File: src/rtl/sift_pkg.sv
// rtl/sift_pkg.sv - shared types and elaboration-time helpers for the SIFT octave pipeline
package sift_pkg;

    // Decimator input framing state
    typedef enum logic [0:0] {
        S_SYNC = 1'b0,
        S_RUN  = 1'b1
    } decim_state_e;

    // Ceiling log2; clog2(1) is 0
    function automatic int clog2(input int value);
        int r;
        r = 0;
        while ((1 << r) < value) begin
            r = r + 1;
        end
        return r;
    endfunction

    // Bits needed to hold 0..value-1, never less than one bit
    function automatic int width_of(input int value);
        return (clog2(value) < 1) ? 1 : clog2(value);
    endfunction

    // Output pixels per line; trailing partial windows are dropped
    function automatic int out_w(input int img_w, input int fx);
        return img_w / fx;
    endfunction

    // Output lines per frame; trailing partial windows are dropped
    function automatic int out_h(input int img_h, input int fy);
        return img_h / fy;
    endfunction

    // Window sum width: large enough that FX*FY full-scale pixels cannot overflow
    function automatic int sum_w(input int data_w, input int fx, input int fy);
        return data_w + clog2(fx * fy);
    endfunction

endpackage

File: src/rtl/decim_line_acc.sv
// rtl/decim_line_acc.sv - per-output-column window sum store (built only with IMAGE_DECIMATOR_AVG_EN)
`ifdef IMAGE_DECIMATOR_AVG_EN
module decim_line_acc #(
    parameter int DEPTH  = 400,
    parameter int CH     = 1,
    parameter int SUM_W  = 10,
    parameter int ADDR_W = 9
) (
    input  logic                  clk,
    input  logic                  rst_n,
    input  logic                  i_wr_en,
    input  logic [ADDR_W-1:0]     i_addr,
    input  logic                  i_clear,
    input  logic [CH*SUM_W-1:0]   i_add,
    output logic [CH*SUM_W-1:0]   o_sum
);

    logic [CH*SUM_W-1:0] r_mem [DEPTH];

    // Read-modify-write: the stored partial sum (or zero on a window's first row) plus the new row sum
    always_comb begin
        o_sum = '0;
        for (int c = 0; c < CH; c++) begin
            if (i_clear) begin
                o_sum[c*SUM_W +: SUM_W] = i_add[c*SUM_W +: SUM_W];
            end else begin
                o_sum[c*SUM_W +: SUM_W] = r_mem[i_addr][c*SUM_W +: SUM_W] + i_add[c*SUM_W +: SUM_W];
            end
        end
    end

    // Write the updated partial sum back; reset flushes every entry
    always_ff @(posedge clk) begin
        if (!rst_n) begin
            for (int i = 0; i < DEPTH; i++) begin
                r_mem[i] <= '0;
            end
        end else if (i_wr_en) begin
            r_mem[i_addr] <= o_sum;
        end
    end

endmodule
`endif

File: src/rtl/image_decimator.sv
// rtl/image_decimator.sv - FX x FY raster decimator, drop mode or box average under IMAGE_DECIMATOR_AVG_EN
module image_decimator
    import sift_pkg::*;
#(
    parameter int DATA_W = 8,
    parameter int CH     = 1,
    parameter int IMG_W  = 800,
    parameter int IMG_H  = 600,
    parameter int FX     = 2,
    parameter int FY     = 2
) (
    input  logic                 clk,
    input  logic                 rst_n,
    input  logic [CH*DATA_W-1:0] in_data,
    input  logic                 in_valid,
    input  logic                 in_sof,
    output logic                 in_ready,
    output logic [CH*DATA_W-1:0] out_data,
    output logic                 out_valid,
    output logic                 out_sof,
    output logic                 out_eol,
    input  logic                 out_ready,
    output logic                 resync_err
);

    localparam int BUS_W = CH * DATA_W;
    localparam int OUT_W = out_w(IMG_W, FX);
    localparam int OUT_H = out_h(IMG_H, FY);
    localparam int COL_W = width_of(IMG_W);
    localparam int ROW_W = width_of(IMG_H);
    localparam int CX_W  = width_of(FX);
    localparam int CY_W  = width_of(FY);
    localparam int OX_W  = width_of(OUT_W + 1);
    localparam int OY_W  = width_of(OUT_H + 1);

    if (FX < 1 || FY < 1) begin : g_factor_check
        $error("image_decimator: FX and FY must be at least 1");
    end

    decim_state_e r_state, w_state_nxt;

    // Raster position plus the position expressed as (window index, offset inside window)
    logic [COL_W-1:0] r_col, w_col, w_col_nxt;
    logic [ROW_W-1:0] r_row, w_row, w_row_nxt;
    logic [CX_W-1:0]  r_cx,  w_cx,  w_cx_nxt;
    logic [CY_W-1:0]  r_cy,  w_cy,  w_cy_nxt;
    logic [OX_W-1:0]  r_ox,  w_ox,  w_ox_nxt;
    logic [OY_W-1:0]  r_oy,  w_oy,  w_oy_nxt;

    logic             r_out_valid;
    logic [BUS_W-1:0] r_out_data;
    logic             r_out_sof;
    logic             r_out_eol;
    logic             r_resync_err;

    logic             w_in_ready;
    logic             w_xfer;
    logic             w_proc;
    logic             w_resync;
    logic             w_line_end;
    logic             w_frame_end;
    logic             w_in_win;
    logic             w_phase_hit;
    logic             w_emit;
    logic             w_out_sof_nxt;
    logic             w_out_eol_nxt;
    logic [BUS_W-1:0] w_out_data_nxt;

    // A held output beat stalls the input, whether or not the next beat would emit
    assign w_in_ready = !r_out_valid | out_ready;
    assign w_xfer     = in_valid & w_in_ready;
    // Before the first sof every beat is discarded; an sof beat is always taken as pixel (0,0)
    assign w_proc     = w_xfer & ((r_state == S_RUN) | in_sof);
    assign w_resync   = w_xfer & in_sof & (r_state == S_RUN) & ((r_col != '0) | (r_row != '0));

    assign w_col = in_sof ? '0 : r_col;
    assign w_row = in_sof ? '0 : r_row;
    assign w_cx  = in_sof ? '0 : r_cx;
    assign w_cy  = in_sof ? '0 : r_cy;
    assign w_ox  = in_sof ? '0 : r_ox;
    assign w_oy  = in_sof ? '0 : r_oy;

    assign w_line_end  = (w_col == COL_W'(IMG_W - 1));
    assign w_frame_end = (w_row == ROW_W'(IMG_H - 1));
    assign w_in_win    = (w_ox < OX_W'(OUT_W)) & (w_oy < OY_W'(OUT_H));

    assign w_out_sof_nxt = (w_ox == '0) & (w_oy == '0);
    assign w_out_eol_nxt = (w_ox == OX_W'(OUT_W - 1));
    assign w_emit        = w_proc & w_in_win & w_phase_hit;

    // Framing FSM: wait for the first sof, then run until reset
    always_comb begin
        w_state_nxt = r_state;
        case (r_state)
            S_SYNC:  if (w_xfer && in_sof) w_state_nxt = S_RUN;
            S_RUN:   w_state_nxt = S_RUN;
            default: w_state_nxt = S_SYNC;
        endcase
    end

    // Framing FSM state register
    always_ff @(posedge clk) begin
        if (!rst_n) begin
            r_state <= S_SYNC;
        end else begin
            r_state <= w_state_nxt;
        end
    end

    // Position advance: window offsets wrap at FX/FY, everything restarts at end of line / frame
    always_comb begin
        w_col_nxt = w_col + COL_W'(1);
        w_cx_nxt  = (w_cx == CX_W'(FX - 1)) ? '0 : w_cx + CX_W'(1);
        w_ox_nxt  = (w_cx == CX_W'(FX - 1)) ? w_ox + OX_W'(1) : w_ox;
        w_row_nxt = w_row;
        w_cy_nxt  = w_cy;
        w_oy_nxt  = w_oy;
        if (w_line_end) begin
            w_col_nxt = '0;
            w_cx_nxt  = '0;
            w_ox_nxt  = '0;
            if (w_frame_end) begin
                w_row_nxt = '0;
                w_cy_nxt  = '0;
                w_oy_nxt  = '0;
            end else begin
                w_row_nxt = w_row + ROW_W'(1);
                w_cy_nxt  = (w_cy == CY_W'(FY - 1)) ? '0 : w_cy + CY_W'(1);
                w_oy_nxt  = (w_cy == CY_W'(FY - 1)) ? w_oy + OY_W'(1) : w_oy;
            end
        end
    end

    // Position counters move only on processed beats
    always_ff @(posedge clk) begin
        if (!rst_n) begin
            r_col <= '0;
            r_row <= '0;
            r_cx  <= '0;
            r_cy  <= '0;
            r_ox  <= '0;
            r_oy  <= '0;
        end else if (w_proc) begin
            r_col <= w_col_nxt;
            r_row <= w_row_nxt;
            r_cx  <= w_cx_nxt;
            r_cy  <= w_cy_nxt;
            r_ox  <= w_ox_nxt;
            r_oy  <= w_oy_nxt;
        end
    end

`ifdef IMAGE_DECIMATOR_AVG_EN
    localparam int SUM_W  = sum_w(DATA_W, FX, FY);
    localparam int SHIFT  = clog2(FX * FY);
    localparam int ADDR_W = width_of(OUT_W);

    if (((FX & (FX - 1)) != 0) || ((FY & (FY - 1)) != 0)) begin : g_avg_pow2_check
        $error("image_decimator: box average needs power-of-two FX and FY");
    end

    logic [CH*SUM_W-1:0] r_hsum;
    logic [CH*SUM_W-1:0] w_hsum_nxt;
    logic [CH*SUM_W-1:0] w_acc_sum;
    logic [BUS_W-1:0]    w_avg_data;
    logic                w_acc_en;
    logic                w_acc_wr;

    // Emit on the bottom-right pixel, once the whole window has been summed
    assign w_phase_hit = (w_cx == CX_W'(FX - 1)) & (w_cy == CY_W'(FY - 1));
    assign w_acc_en    = w_proc & w_in_win;
    assign w_acc_wr    = w_acc_en & (w_cx == CX_W'(FX - 1));

    // Horizontal run sum across the FX pixels of the current window row
    always_comb begin
        w_hsum_nxt = '0;
        for (int c = 0; c < CH; c++) begin
            if (w_cx == '0) begin
                w_hsum_nxt[c*SUM_W +: SUM_W] = SUM_W'(in_data[c*DATA_W +: DATA_W]);
            end else begin
                w_hsum_nxt[c*SUM_W +: SUM_W] = r_hsum[c*SUM_W +: SUM_W]
                                             + SUM_W'(in_data[c*DATA_W +: DATA_W]);
            end
        end
    end

    // Hold the horizontal run sum between pixels of a window row
    always_ff @(posedge clk) begin
        if (!rst_n) begin
            r_hsum <= '0;
        end else if (w_acc_en) begin
            r_hsum <= w_hsum_nxt;
        end
    end

    decim_line_acc #(
        .DEPTH  (OUT_W),
        .CH     (CH),
        .SUM_W  (SUM_W),
        .ADDR_W (ADDR_W)
    ) u_line_acc (
        .clk     (clk),
        .rst_n   (rst_n),
        .i_wr_en (w_acc_wr),
        .i_addr  (ADDR_W'(w_ox)),
        .i_clear (w_cy == '0),
        .i_add   (w_hsum_nxt),
        .o_sum   (w_acc_sum)
    );

    // Mean of the window: truncating shift of the full window sum
    always_comb begin
        w_avg_data = '0;
        for (int c = 0; c < CH; c++) begin
            w_avg_data[c*DATA_W +: DATA_W] = DATA_W'(w_acc_sum[c*SUM_W +: SUM_W] >> SHIFT);
        end
    end

    assign w_out_data_nxt = w_avg_data;
`else
    // Emit the top-left pixel of each window, pass its data through unchanged
    assign w_phase_hit    = (w_cx == '0) & (w_cy == '0);
    assign w_out_data_nxt = in_data;
`endif

    // Output register: load on emit, otherwise hold until downstream takes it
    always_ff @(posedge clk) begin
        if (!rst_n) begin
            r_out_valid <= 1'b0;
            r_out_data  <= '0;
            r_out_sof   <= 1'b0;
            r_out_eol   <= 1'b0;
        end else if (w_emit) begin
            r_out_valid <= 1'b1;
            r_out_data  <= w_out_data_nxt;
            r_out_sof   <= w_out_sof_nxt;
            r_out_eol   <= w_out_eol_nxt;
        end else if (out_ready) begin
            r_out_valid <= 1'b0;
        end
    end

    // One-cycle pulse for an sof that arrives mid-frame
    always_ff @(posedge clk) begin
        if (!rst_n) begin
            r_resync_err <= 1'b0;
        end else begin
            r_resync_err <= w_resync;
        end
    end

    assign in_ready   = w_in_ready;
    assign out_valid  = r_out_valid;
    assign out_data   = r_out_data;
    assign out_sof    = r_out_sof;
    assign out_eol    = r_out_eol;
    assign resync_err = r_resync_err;

endmodule

File: config.mk
export PLATFORM = sky130hd
export DESIGN_NAME = image_decimator
export DESIGN_NICKNAME = d
export VERILOG_FILES = /design/src/rtl/sift_pkg.sv /design/src/rtl/decim_line_acc.sv /design/src/rtl/image_decimator.sv
export SDC_FILE = /design/constraint.sdc
export NUM_CORES = 1
export LEC_CHECK = 0
export CORE_UTILIZATION = 50
export DETAILED_ROUTE_END_ITERATION = 16
export PLACE_DENSITY = 0.7
export RECOVER_POWER = 100
export SYNTH_ARGS = -nofsm -noshare
export SYNTH_HDL_FRONTEND = slang
export SYNTH_SLANG_ARGS = --single-unit
File: constraint.sdc
create_clock -name clk -period 4.5 [get_ports clk]
set_input_delay 0.45 -clock clk [delete_from_list [all_inputs] [get_ports clk]]
set_output_delay 0.45 -clock clk [all_outputs]
set_load 0.1 [all_outputs]
### Word level (Yosys, flattened, before mapping)

Index checks and enable logic that the tools add are counted.

* bits in registers: 53
* input port bits: 13
* output and inout bits: 13
* word-level logic and storage cells: 69

* add/subtract/negate cells: 6
* $lt $le $gt $ge: 2
* eq/ne operators: 3
* mux-type cells: 23
* bitwise logic cells: 16
* reductions and logical operators: 7

Operators with widths (number)
* $mux W9: 7
* $mux W10: 5
* $add A10 B1 Y10 const B: 2
* $eq A10 B10 Y1 const B: 2
* $reduce_bool A10 Y1: 2
* $add A9 B1 Y9 const B: 2
* $logic_not A9 Y1: 2
* $lt A9 B9 Y1 const B: 2
* $and A1 B1 Y1: 10
* $mux W1: 10
* $eq A9 B9 Y1 const B: 1
* $not A1 Y1: 3
* $or A1 B1 Y1: 3
* $add A1 B1 Y1 const B: 2
* $pmux W1 S2: 1
* $reduce_bool A2 Y1: 1
* $logic_and A1 B1 Y1: 1
* $logic_not A1 Y1: 1

### Longest topological paths before layout

* depth in word-level cells: 7
* gate-level depth with buffers: 12
* gate-level depth less buffers: 9

### Worst setup path after synthesis

OpenSTA, ideal clock, no wires.

* kind: in2reg
* start: in in_sof
* end: reg r_oy[4]
* setup time: 124 ps
* arrival time: 2431 ps
* required time: 4376 ps
* slack: 1945 ps
* stages on the path: 12
* path buffers: 5
* cell sequence: buf_6 -> buf_2 -> buf_1 -> nor2b_1 -> ha_1 -> and4b_2 -> and4_4 -> clkbuf_8 -> buf_2 -> nand3_1 -> o211ai_1 -> nand3_1

* cells in the longest elaborated chain, start to end: 5
* elaborated cells between the ends (all ways): 12
* classes of those cells: add/sub: 1; eq/ne: 2; mux: 7; bitwise: 2

Ends and longest elaborated chain
* from (decl): RTL line image_decimator.sv:16 `input logic in_sof,`
* $mux W9: RTL line image_decimator.sv:81 `assign w_oy = in_sof ? '0 : r_oy;`
* $add A9 B1 Y9: RTL line image_decimator.sv:129 `w_oy_nxt = (w_cy == CY_W'(FY - 1)) ? w_oy + OY_W'(1) : w_oy;`
* $mux W9: RTL line image_decimator.sv:129
* $mux W9: RTL line image_decimator.sv:122 `if (w_frame_end) begin`
* $mux W9: RTL line image_decimator.sv:118 `if (w_line_end) begin`
* to (signal assigned): RTL line image_decimator.sv:149 `r_oy <= w_oy_nxt;`
* to (decl): RTL line image_decimator.sv:48 `logic [OY_W-1:0] r_oy, w_oy, w_oy_nxt;`

Several ways; a longest one is shown, not always the timed one.
A chain may end at the register's enable or synchronous reset.

### Worst setup path in the final report

* start: in in_sof
* end: reg r_row[5]

* cells in the longest elaborated chain, start to end: 4
* elaborated cells between the ends (all ways): 9
* classes of those cells: add/sub: 1; eq/ne: 2; mux: 4; bitwise: 2

Ends and longest elaborated chain
* $mux W10: RTL line image_decimator.sv:77 `assign w_row = in_sof ? '0 : r_row;`
* $add A10 B1 Y10 or $eq A10 B10 Y1 (tied branches): RTL line image_decimator.sv:127, image_decimator.sv:84
* $mux W10: RTL line image_decimator.sv:122
* $mux W10: RTL line image_decimator.sv:118
* to (signal assigned): RTL line image_decimator.sv:145 `r_row <= w_row_nxt;`
* to (decl): RTL line image_decimator.sv:44 `logic [ROW_W-1:0] r_row, w_row, w_row_nxt;`

Several ways; a longest one is shown, not always the timed one.

==> reports/results.tsv <==
stage	metric	value	unit
clocking	cts_max_level	2	
pwr	leakage	1.16	nW
sta	max_freq	291	MHz
placement	placedCellCount	465	
sta	finalClockSkew	0.00885	ns
sta	hold_ws	0.469	ns
grt	grt_max_degree	40	
drt	avgViaCountPerCell	6.22	
sta	min_period_over_period	76.3	%
sta	hold_violations	0	
clocking	clkSinkCount	53	
drt	route.detailed.drc	0	
clocking	cts_hold_buf	0	
synthesis	ys_types	61	
final_layout	post_layout_nonfiller_instances	473	
synthesis	post-synth-top-area-cell	dfxtp_1	
floorplan	die_h	80.0	µm
floorplan	core_area	5890	µm²
run	cap_violations	0	
drt	first_pass_iters	4	
clocking	insertion_delay	0.31	ns
clocking	post_cts_buffers	0	
floorplan	ioPinCount	26	
drt	route.vias.total	2942	
synthesis	synth_area_per_cell	7.98	µm²
worst_setup_path	cp.required	4.74	ns
synthesis	yosys_warnings	0	
grt	grt_overflow	0	
synthesis	netlist_instances	381	
placement	gp_congestion	0.907	
worst_setup_path	arrival	3.68	ns
final_layout	antenna_cells	0	
grt	grt_pass1_wl	12400	µm
drt	routed_wl	7630	µm
clocking	cts.repair.resized	0	
clocking	clk_path_buf_depth	2	
sta	finalMaxSlewViolations	0	
synthesis	synth_seq_cells	53	
worst_hold_path	hp-class	reg2reg	
grt	grt_usage	24.8	%
sta	tns	0	ns
final_layout	drive_above_1_share	6.53	%
floorplan	die_x	80.0	µm
grt	antenna_found_initial	0	
final_layout	num-fill-cells	560	
clocking	cts_tree	done	
synthesis	synth-edff-count	0	
status	status	finished, final reports clean	
drt	ant_nets	0	
final_layout	nets	416	
clocking	clockRootBuffer	clkbuf_8	
synthesis	synth_top_cell_area_share	34.9	%
floorplan	rows	28	
sta	rsz0062_at_grt	no	
sta	setup_viol	0	
worst_setup_path	end_kind	register	
pwr	p_per_area	269	nW/µm²
sta	tightest_slew	1.45	ns
drt	drt_iter0_drc	190	
sta	fin_crit	3.43	ns
clocking	cts_buffers	5	
drt	routedWlPerCell	16.1	µm
sta	max_slew_margin	3.14	%
worst_setup_path	cp-start-kind	primary input	
synthesis	synthesis.nets	400	
clocking	clkTransAtPathRegs	0.10	ns
placement	dp_hpwl	5230	µm
synthesis	synth_area_leaders	dfxtp_1 (35%), a21oi_1 (6.4%), nand2_1 (6.2%)	
placement	numPortBuffers	25	
grt	first_global_vias	2592	
final_layout	area_growth	11.0	%
synthesis	synth-main-ff-cell	dfxtp_1	
synthesis	netlist_area	3040	µm²
floorplan	start_util	51.7	%
synthesis	yosysSeqAreaShare	34.9	%
worst_setup_path	cp_max_fo	19	
synthesis	postSynth.asyncResetShare	0	%
worst_setup_path	criticalPathCategory	in2reg	
final_layout	fin_util	57.4	%
pwr	ir_drop	0.000175	V
floorplan	fp.dieArea	6400	µm²
-- per-stage QoR --
step / area, µm² / worst slack [ns] / total power [mW]
4_1_cts: 3400 / 1.60 / 0.917
5_1_grt: 3380 / 0.885 / 0.944
2_1_floorplan: 3040 / 1.94 / 0.594
3_3_place_gp: 3300 / 1.38 / 0.631
3_5_place_dp: 3300 / 1.28 / 0.631
6_report: 3380 / 1.07 / 0.907
-- cells in the final DEF, fill, tap and decap left out, types with 7 or more instances in the layout --
master           count
a21oi_1             39
a31oi_1             10
clkdlybuf4s50_1     11
dfxtp_1             53
dlygate4sd3_1       14
inv_1               11
mux2i_1             11
nand2_1             50
nand3_1             22
nand4_1             13
nor2_1              19
nor2b_1              7
nor3_1              13
nor4_1               7
o21ai_0             24
-- state kept, by name, indices dropped and copies added (netlist names) --
name        flops
r_oy            9
r_row          10
r_ox            9
out_eol         1
r_cy            1
r_state         1
r_col          10
resync_err      1
r_cx            1
out_data        8
out_sof         1
out_valid       1
-- cells in the mapped netlist, drive strengths merged, types with 2 or more instances --
master   count
or4          7
nor2        20
and4         4
nand2       50
nand3b       2
o211ai       5
ha           6
nor2b        7
inv         11
and4b        4
nand4       14
nand3       22
and2         4
o22ai        5
or3          7
a21o         2
and3b        2
buf          9
and3         6
o21ai       24
nand4b       4
o2111ai      3
dfxtp       53
clkbuf      12
a31oi       10
or2b         2
nor4         7
nor3        14
a21oi       39
mux2i       11
-- worst paths after layout --
kind,slack [ns],depth (start not counted),from,to
setup reg to reg,1.80,7,r_col[0],r_oy[6]
hold / removal,0.47,2,out_sof,out_sof
setup / recovery,1.07,6,in_sof,r_row[5]
hold reg to reg,0.47,2,out_sof,out_sof
-- where the power goes --
part	internal [mW]	switching [mW]	leakage (nW)
Clock	0.125	0.164	0.0512
Combinational	0.0385	0.0972	0.679
Sequential	0.477	0.00551	0.429
-- cells by family (layout without fill, tap and decap cells) --
| kind of cell | Yosys count | in the layout | synth area share [%] |
|---|---|---|---|
| AND/OR/NAND/NOR | 178 | 178 | 33.1 |
| AO/OA/AOI/OAI | 100 | 100 | 20.4 |
| flip-flops | 53 | 53 | 34.9 |
| buffers and inverters | 32 | 49 | 5.27 |
| multiplexers | 11 | 11 | 3.62 |
| adder cells (fa/ha/maj) | 6 | 6 | 2.47 |
| XOR/XNOR | 1 | 1 | 0.288 |
-- final cells by class --
type / count / area [µm²] / area share, %
multi-input combinational: 296 / 1800 / 53.3
sequential: 53 / 1060 / 31.4
timing repair buffer: 30 / 284 / 8.41
tap: 75 / 93.8 / 2.78
clock buffer: 6 / 82.6 / 2.45
inverter: 11 / 41.3 / 1.22
clock inverter: 2 / 13.8 / 0.408
-- per-layer routing --
layer | global-route usage [%] | share of wire [%] | vias up
li1 | - | - | 1456
met1 | 33.3 | 48 | 1389
met2 | 40.0 | 45 | 90
met3 | 4.69 | 6.0 | 7
met4 | 7.32 | 1.1 | 0
met5 | 0 | 0 | -
-- critical path: stages --
cell and delay, ns:
dlygate4sd3_1 0.75, clkbuf_1 0.54, o211ai_1 0.69, a2111oi_4 0.79
or2b_1 0.28, a31oi_1 0.15
No activity file was read; power rests on OpenSTA's default activity.
